<file path="src/rtl/forward_write_arbiter.sv">
// Per-slave write-path arbiter: round-robin AW grant locked through WLAST,
// plus an in-order queue of granted master numbers for B-response routing.
module forward_write_arbiter #(
    parameter int masters           = 2,
    parameter int i_am_slave_number = 0,
    parameter int bq_depth          = 4
) (
    input  logic                       ACLK,
    input  logic                       ARESET,
    input  logic [masters-1:0]         master_aw_req,
    input  logic                       aw_handshake,
    input  logic                       w_handshake,
    input  logic                       w_last,
    input  logic                       b_handshake,
    output logic                       aw_grant_valid,
    output logic                       w_grant_valid,
    output logic [$clog2(masters)-1:0] grant_master_number,
    output logic [$clog2(masters)-1:0] bq_master_dest,
    output logic                       bq_empty,
    output logic                       bq_full
);

    localparam int MW = $clog2(masters);
    localparam int PW = $clog2(bq_depth);
    localparam int CW = $clog2(bq_depth + 1);

    // Slave number is only a tag for identifying this instance in the hierarchy.
    localparam int unused_slave_tag = i_am_slave_number;

    typedef enum logic [1:0] {IDLE, ADDR, DATA} state_t;

    state_t        state_q, state_d;
    logic [MW-1:0] grant_q, grant_d;
    logic [MW-1:0] rr_ptr_q, rr_ptr_d;
    logic [MW-1:0] winner;
    logic          found;
    logic [PW-1:0] wr_ptr_q, wr_ptr_d, rd_ptr_q, rd_ptr_d;
    logic [CW-1:0] count_q, count_d;
    logic [MW-1:0] bq_mem_q [bq_depth];
    logic          push, pop, push_en;

    logic [2*masters-1:0] req_dbl;
    logic [masters-1:0]   req_rot;
    logic [MW:0]          sum;

    // Rotate requests so bit 0 is the master at rr_ptr, then take the first set bit.
    always_comb begin
        req_dbl = {master_aw_req, master_aw_req};
        req_rot = masters'(req_dbl >> rr_ptr_q);
        winner  = '0;
        found   = 1'b0;
        sum     = '0;
        for (int k = 0; k < masters; k++) begin
            if (!found && req_rot[k]) begin
                found = 1'b1;
                sum   = {1'b0, rr_ptr_q} + (MW+1)'(k);
                if (sum >= (MW+1)'(masters)) begin
                    sum = sum - (MW+1)'(masters);
                end
                winner = sum[MW-1:0];
            end
        end
    end

    always_comb begin
        state_d  = state_q;
        grant_d  = grant_q;
        rr_ptr_d = rr_ptr_q;
        case (state_q)
            IDLE: begin
                if (found && !bq_full) begin
                    state_d = ADDR;
                    grant_d = winner;
                end
            end
            ADDR: begin
                if (aw_handshake) begin
                    state_d = DATA;
                end
            end
            DATA: begin
                if (w_handshake && w_last) begin
                    state_d  = IDLE;
                    rr_ptr_d = (grant_q == MW'(masters - 1)) ? '0 : grant_q + MW'(1);
                end
            end
            default: state_d = IDLE;
        endcase
    end

    // Entering ADDR requires a free slot, so the push never overflows in practice;
    // the guard keeps the queue consistent regardless.
    always_comb begin
        push     = (state_q == ADDR) && aw_handshake;
        pop      = b_handshake && !bq_empty;
        push_en  = push && (!bq_full || pop);
        wr_ptr_d = push_en ? wr_ptr_q + PW'(1) : wr_ptr_q;
        rd_ptr_d = pop ? rd_ptr_q + PW'(1) : rd_ptr_q;
        count_d  = count_q;
        case ({push_en, pop})
            2'b10:   count_d = count_q + CW'(1);
            2'b01:   count_d = count_q - CW'(1);
            default: count_d = count_q;
        endcase
    end

    always_ff @(posedge ACLK) begin
        if (ARESET) begin
            state_q  <= IDLE;
            grant_q  <= '0;
            rr_ptr_q <= '0;
            wr_ptr_q <= '0;
            rd_ptr_q <= '0;
            count_q  <= '0;
        end else begin
            state_q  <= state_d;
            grant_q  <= grant_d;
            rr_ptr_q <= rr_ptr_d;
            wr_ptr_q <= wr_ptr_d;
            rd_ptr_q <= rd_ptr_d;
            count_q  <= count_d;
        end
    end

    always_ff @(posedge ACLK) begin
        if (push_en) begin
            bq_mem_q[wr_ptr_q] <= grant_q;
        end
    end

    assign aw_grant_valid      = (state_q == ADDR);
    assign w_grant_valid       = (state_q == DATA);
    assign grant_master_number = grant_q;
    assign bq_empty            = (count_q == '0);
    assign bq_full             = (count_q == CW'(bq_depth));
    assign bq_master_dest      = bq_empty ? '0 : bq_mem_q[rd_ptr_q];

endmodule

</file>
<file path="config.mk">
export PLATFORM = sky130hd
export DESIGN_NAME = forward_write_arbiter
export DESIGN_NICKNAME = d
export VERILOG_FILES = /design/src/rtl/forward_write_arbiter.sv
export SDC_FILE = /design/constraint.sdc
export NUM_CORES = 1
export LEC_CHECK = 0
export ABC_AREA = 1
export BUFFER_PORTS_ARGS = -buffer_cell sky130_fd_sc_hd__buf_4
export CAP_MARGIN = 25
export CORE_ASPECT_RATIO = 0.9
export CORE_UTILIZATION = 40
export DETAILED_ROUTE_END_ITERATION = 16
export PLACE_DENSITY_LB_ADDON = 0.15
export SETUP_SLACK_MARGIN = 0.3
export SYNTH_ARGS = -nofsm -noshare
export SYNTH_HDL_FRONTEND = slang
export SYNTH_SLANG_ARGS = --single-unit
export TNS_END_PERCENT = 30
</file>
<file path="constraint.sdc">
create_clock -name ACLK -period 1.9 [get_ports ACLK]
set_input_delay 0.19 -clock ACLK [delete_from_list [all_inputs] [get_ports ACLK]]
set_output_delay 0.19 -clock ACLK [all_outputs]
set_load 0.02 [all_outputs]
</file>
### Word-level counts from Yosys, hierarchy flattened

Memories as Yosys holds them, arrays and structs flattened. A register that Yosys moved wholly into a read port is not among the register bits.
Index checks and enable logic that the tools add are counted.

| storage, ports and cells | value |
|---|---|
| flip-flop bits (word level) | 11 |
| latch bits | 0 |
| bits in writable memories | 4 |
| bits in read-only memories | 0 |
| input bits | 8 |
| memories | 1 |

Memory list:

| memory | depth | bits a word | rd ports | clocked after memory_dff | wr ports | RTL line | text |
|---|---|---|---|---|---|---|---|
| bq_mem_q | 4 | 1 | 1 | 1 | 1 | 39 | `logic [MW-1:0] bq_mem_q [bq_depth];` |

| cells by class | value |
|---|---|
| add/sub/neg operators | 8 |
| $mul | 0 |
| div/mod/pow operators | 0 |
| order comparisons | 2 |
| eq/ne operators | 8 |
| shift-type cells | 1 |
| mux-type cells | 17 |
| bitwise gates (word level) | 0 |
| reduce and logical (&&, ||, !) cells | 16 |

Operator list:

| cell | count |
|---|---|
| two-way mux 1 bit | 10 |
| two-way mux 2 bit | 5 |
| logical AND 1 bit | 6 |
| one-hot mux 2 bit (3 select lines) | 1 |
| one-hot mux 3 bit (2 select lines) | 1 |
| adder 2 x 1 -> 2 bit (second input constant) | 2 |
| == test 2 x 1 -> 1 bit (second input constant) | 2 |
| == test 2 bit (second input constant) | 2 |
| != test 2 bit (second input constant) | 2 |
| AND reduction 2 bit | 2 |
| right shift 4 x 1 -> 2 bit | 1 |
| adder 3 x 1 -> 3 bit (second input constant) | 1 |
| == test 3 bit (second input constant) | 1 |
| logical NOT 1 bit | 3 |
| logical NOT 3 bit | 1 |
| AND reduction 3 bit | 1 |
| subtractor 3 x 1 -> 3 bit (second input constant) | 1 |
| adder 1 x 1 -> 2 bit (second input constant) | 1 |
| >= comparator 1 x 2 -> 1 bit (second input constant) | 1 |
| >= comparator 2 bit (second input constant) | 1 |
| logical NOT 2 bit | 1 |
| != test 2 x 1 -> 1 bit (second input constant) | 1 |
| nonzero test 2 bit | 1 |
| subtractor 1 bit (second input constant) | 2 |
| other kinds (2) | 2 |

### Longest topological paths before layout

| depth | value |
|---|---|
| depth after elaboration | 8 |
| mapped depth | 11 |
| gate-level depth less buffers | 11 |

### Worst setup path before layout

No wires, ideal clock.

| path | value |
|---|---|
| kind | flip-flop to flip-flop |
| start point | reg count_q[1] |
| end point | reg count_q[2] |
| setup time | 0.115 ns |
| arrival | 1.389 ns |
| data required time | 1.785 ns |
| path slack | 0.396 ns |
| stages on the path, launching flop included | 11 |
| path buffers | 0 |
| clock period less this slack | 1.504 ns |
| cell sequence | dfxtp_1 > nor2_4 > nand2_2 > nand2_4 > inv_2 > nand2_4 > fa_1 > inv_1 > nand4_1 > a21oi_1 > nor2_1 |

| on the way | value |
|---|---|
| word-level cells in the longest chain between the ends | 7 |

RTL lines:

| item | RTL line | text |
|---|---|---|
| start: declaration | 38 | `logic [CW-1:0] count_q, count_d;` |
| start signal: assignment | 121 | `count_q <= count_d;` |
| logical NOT 3 bit | 134 | `assign bq_empty = (count_q == '0);` |
| logical NOT 1 bit | 95 | `pop = b_handshake && !bq_empty;` |
| logical AND 1 bit | 95 |  |
| logical OR 1 bit | 96 | `push_en = push && (!bq_full \|\| pop);` |
| logical AND 1 bit | 96 |  |
| == test 2 x 1 -> 1 bit / == test 2 bit (equally long branches) | 100 | `case ({push_en, pop})` |
| one-hot mux 3 bit (2 select lines) / nonzero test 2 bit (equally long branches) | n/a |  |

Parallel ways exist; a longest one is shown, timed or not.
A chain may end at the register's enable or synchronous reset.

### Worst setup path in the final report

| path | value |
|---|---|
| start point | reg count_q[2] |
| end point | reg count_q[2] |

Same word-level chain as after synthesis.

==> flow_metrics.py <==
metrics = {
    "clock_tree": {
        "cts_buffers": 3,
        "cts_tree": "done",
        "cts-root-buf": "clkbuf_4",
        "cts_sinks": 17,
        "clk_pin_slew_worst_paths_ns": 0.10,
        "clkLatencyLatePin_ns": 0.29,
        "h-tree-depth": 1,
        "cts.path.max_buffers": 2,
    },
    "yosys": {
        "ys_types": 23,
        "syn_inst": 102,
        "synth.cell_area_um2": 852,
        "avgSynthCellArea_um2": 8.35,
        "yosysSeqAreaShare": 0.446,
        "syn_nets": 115,
        "yosys_warnings": 0,
        "synth_seq_cells": 17,
    },
    "sta": {
        "drv_slew": 0,
        "skew_ns": 0.00756,
        "whs_ns": 0.0771,
        "final.setup.worst_slack_ns": 0.364,
        "rsz0062_at_grt": "true",
        "worst_pin_slew_ns": 0.254,
        "max_clock_freq_mhz": 651,
        "period_share": 0.808,
        "hold_viol": 0,
        "tns_ns": 0,
        "slew_headroom": 0.830,
        "post-route-min-period_ns": 1.54,
        "setup_viol": 0,
    },
    "final_layout": {
        "area_delta_synth_final_pct": 23.2,
        "most-common-layout-cells": "17 x inv_1, 17 x buf_4, 15 x nor2_1, 12 x nand2_1, 10 x dfxtp_1",
        "insertedDiodeCount": 0,
        "layout.nets": 137,
        "drive_above_1_share": 0.317,
        "final_core_util": 0.538,
    },
    "power": {
        "power.density_nw_per_um2": 1410,
        "irDropWorstVdd_uv": 849,
        "power_leakage_nw": 0.478,
        "p_total_w": 0.00148,
    },
    "detailed_routing": {
        "met3_wirelength_um": 61,
        "met1_length_um": 778,
        "wl_met2_um": 724,
        "drc_errors": 0,
        "ant_nets": 0,
        "viasPerCell": 4.72,
        "routed.top_layer": "met4",
        "num_vias": 698,
        "drtPass1Iterations": 3,
        "drt_iter0_drc": 9,
        "routed_wl_um": 1580,
        "wl_per_cell_um": 10.7,
    },
    "floorplanning": {
        "io_pins": 14,
        "die_area_um2": 2320,
        "rows": 15,
        "fp.dieH_um": 45.8,
        "die_w_um": 50.7,
        "start_util": 0.437,
        "coreArea_um2": 1950,
    },
    "placed_design": {
        "globalplace.congestion": 0.795,
        "portBuffers": 13,
        "dp_hpwl_um": 1160,
        "post-place-ws_ns": 0.269,
    },
    "global_route": {
        "grt.overflow.total": 0,
        "grt_pass1_vias": 596,
        "grt_max_degree": 10,
        "antenna_found_initial": 0,
        "grt_pass1_wl_um": 2480,
        "groute.usage.overall": 0.150,
    },
    "setup_path": {
        "cp_slowest_stage_delay_ns": 0.36,
        "endpoint_kind": "register",
        "critPathMaxFanout": 3,
        "r2r_start": "count_q[2]$_SDFFE_PP0P_",
        "crit_buf_inv": 3,
        "worstSetupStartpoint": "count_q[2]$_SDFFE_PP0P_",
        "worst-r2r-cell-count": 10,
        "crit_chain": "inv_2 -> nand2_2 -> nand2_4 -> inv_4 -> nand2_4 -> fa_2 -> inv_1 -> nand4_1 -> a21oi_2 -> nor2_1",
        "endpoint": "count_q[2]$_SDFFE_PP0P_",
        "slowest_stage": "dfxtp_2",
        "cpMostUsedCell": "nand2_4",
        "arrival_ns": 1.72,
        "crit_type": "reg2reg",
        "critPathTopFamily": "simple AND/OR/NAND/NOR gates",
        "critical_path_required_ns": 2.09,
        "rrSetupSlack_ns": 0.36,
        "timing.rr.end": "count_q[2]$_SDFFE_PP0P_",
        "worstSetupStartpointType": "register",
        "path_depth": 10,
    },
    "run": {
        "drv_cap": 0,
    },
    "status": {
        "outcome": "finished clean",
    },
    "hold_path": {
        "min_path_type": "in2reg",
    },
}
synth_stat cells:
| library cell | count | area (um2) |
|---|---|---|
| nand2_2 | 3 | 18.8 |
| o21ai_4 | 1 | 16.3 |
| nand3_2 | 2 | 20.0 |
| nand3_1 | 2 | 10.0 |
| nor2_4 | 1 | 11.3 |
| a21oi_2 | 1 | 8.76 |
| fa_1 | 1 | 20.0 |
| o21ai_1 | 3 | 15.0 |
| edfxtp_1 | 4 | 120 |
| o21ai_0 | 2 | 10.0 |
| ha_1 | 4 | 50.1 |
| dfxtp_1 | 13 | 260 |
| inv_2 | 3 | 11.3 |
| a31oi_1 | 1 | 6.26 |
| nand4_1 | 3 | 18.8 |
| nand2_4 | 2 | 22.5 |
| o211ai_1 | 1 | 7.51 |
| o2111ai_1 | 1 | 8.76 |
| a21oi_1 | 8 | 40.0 |
| nand2_1 | 12 | 45.0 |
| inv_1 | 18 | 67.6 |
| o21a_1 | 1 | 7.51 |
| nor2_1 | 15 | 56.3 |
cell families after synthesis:
| group | Yosys count | synth area share |
|---|---|---|
| simple gates | 40 | 0.238 |
| compound gates | 19 | 0.141 |
| fa+ha+maj | 5 | 0.0822 |
| flops | 17 | 0.446 |
| buf+inv | 21 | 0.0925 |
power breakdown:
group          total [W]  internal (W)  switching [W]
Combinational   0.000755      0.000316       0.000439
Clock           0.000199     0.0000816       0.000118
Sequential      0.000521      0.000458      0.0000629
area by class of cell:
type,count,area [um2]
fillers,193,902
multi-input cells,64,399
flip-flops and latches,17,384
repair buffers,17,128
inverters,21,81.3
well taps,25,31.3
clock buffers,4,26.3
worst min path at each step:
stage | from | endpoint | depth (start not counted)
2_1_floorplan | ARESET | count_q[0]$_SDFFE_PP0P_ | 1
3_3_place_gp | ARESET | count_q[0]$_SDFFE_PP0P_ | 2
3_5_place_dp | ARESET | count_q[0]$_SDFFE_PP0P_ | 2
4_1_cts | ARESET | count_q[0]$_SDFFE_PP0P_ | 2
5_1_grt | ARESET | count_q[0]$_SDFFE_PP0P_ | 2
6_report | ARESET | count_q[0]$_SDFFE_PP0P_ | 2
metrics by stage:
step	area, um2	std cells
after floorplan	852	102
after global placement	981	140
after detailed placement	981	140
after CTS	1030	147
after global routing	1050	148
final	1050	148
timing repair:
item	4_1_cts	5_1_grt
pin swaps	2	3
setup buffers	3	1
setup endpoints to repair	1	1
hold buffers	0	0
gates resized for setup	3	4
per-layer routing:
| layer | track usage | up-vias |
|---|---|---|
| met4 | 0.100 | 0 |
| met1 | 0.187 | 312 |
| met5 | 0 | - |
| li1 | - | 369 |
| met3 | 0.0333 | 2 |
| met2 | 0.235 | 15 |
(Power assumes the default switching activity.)
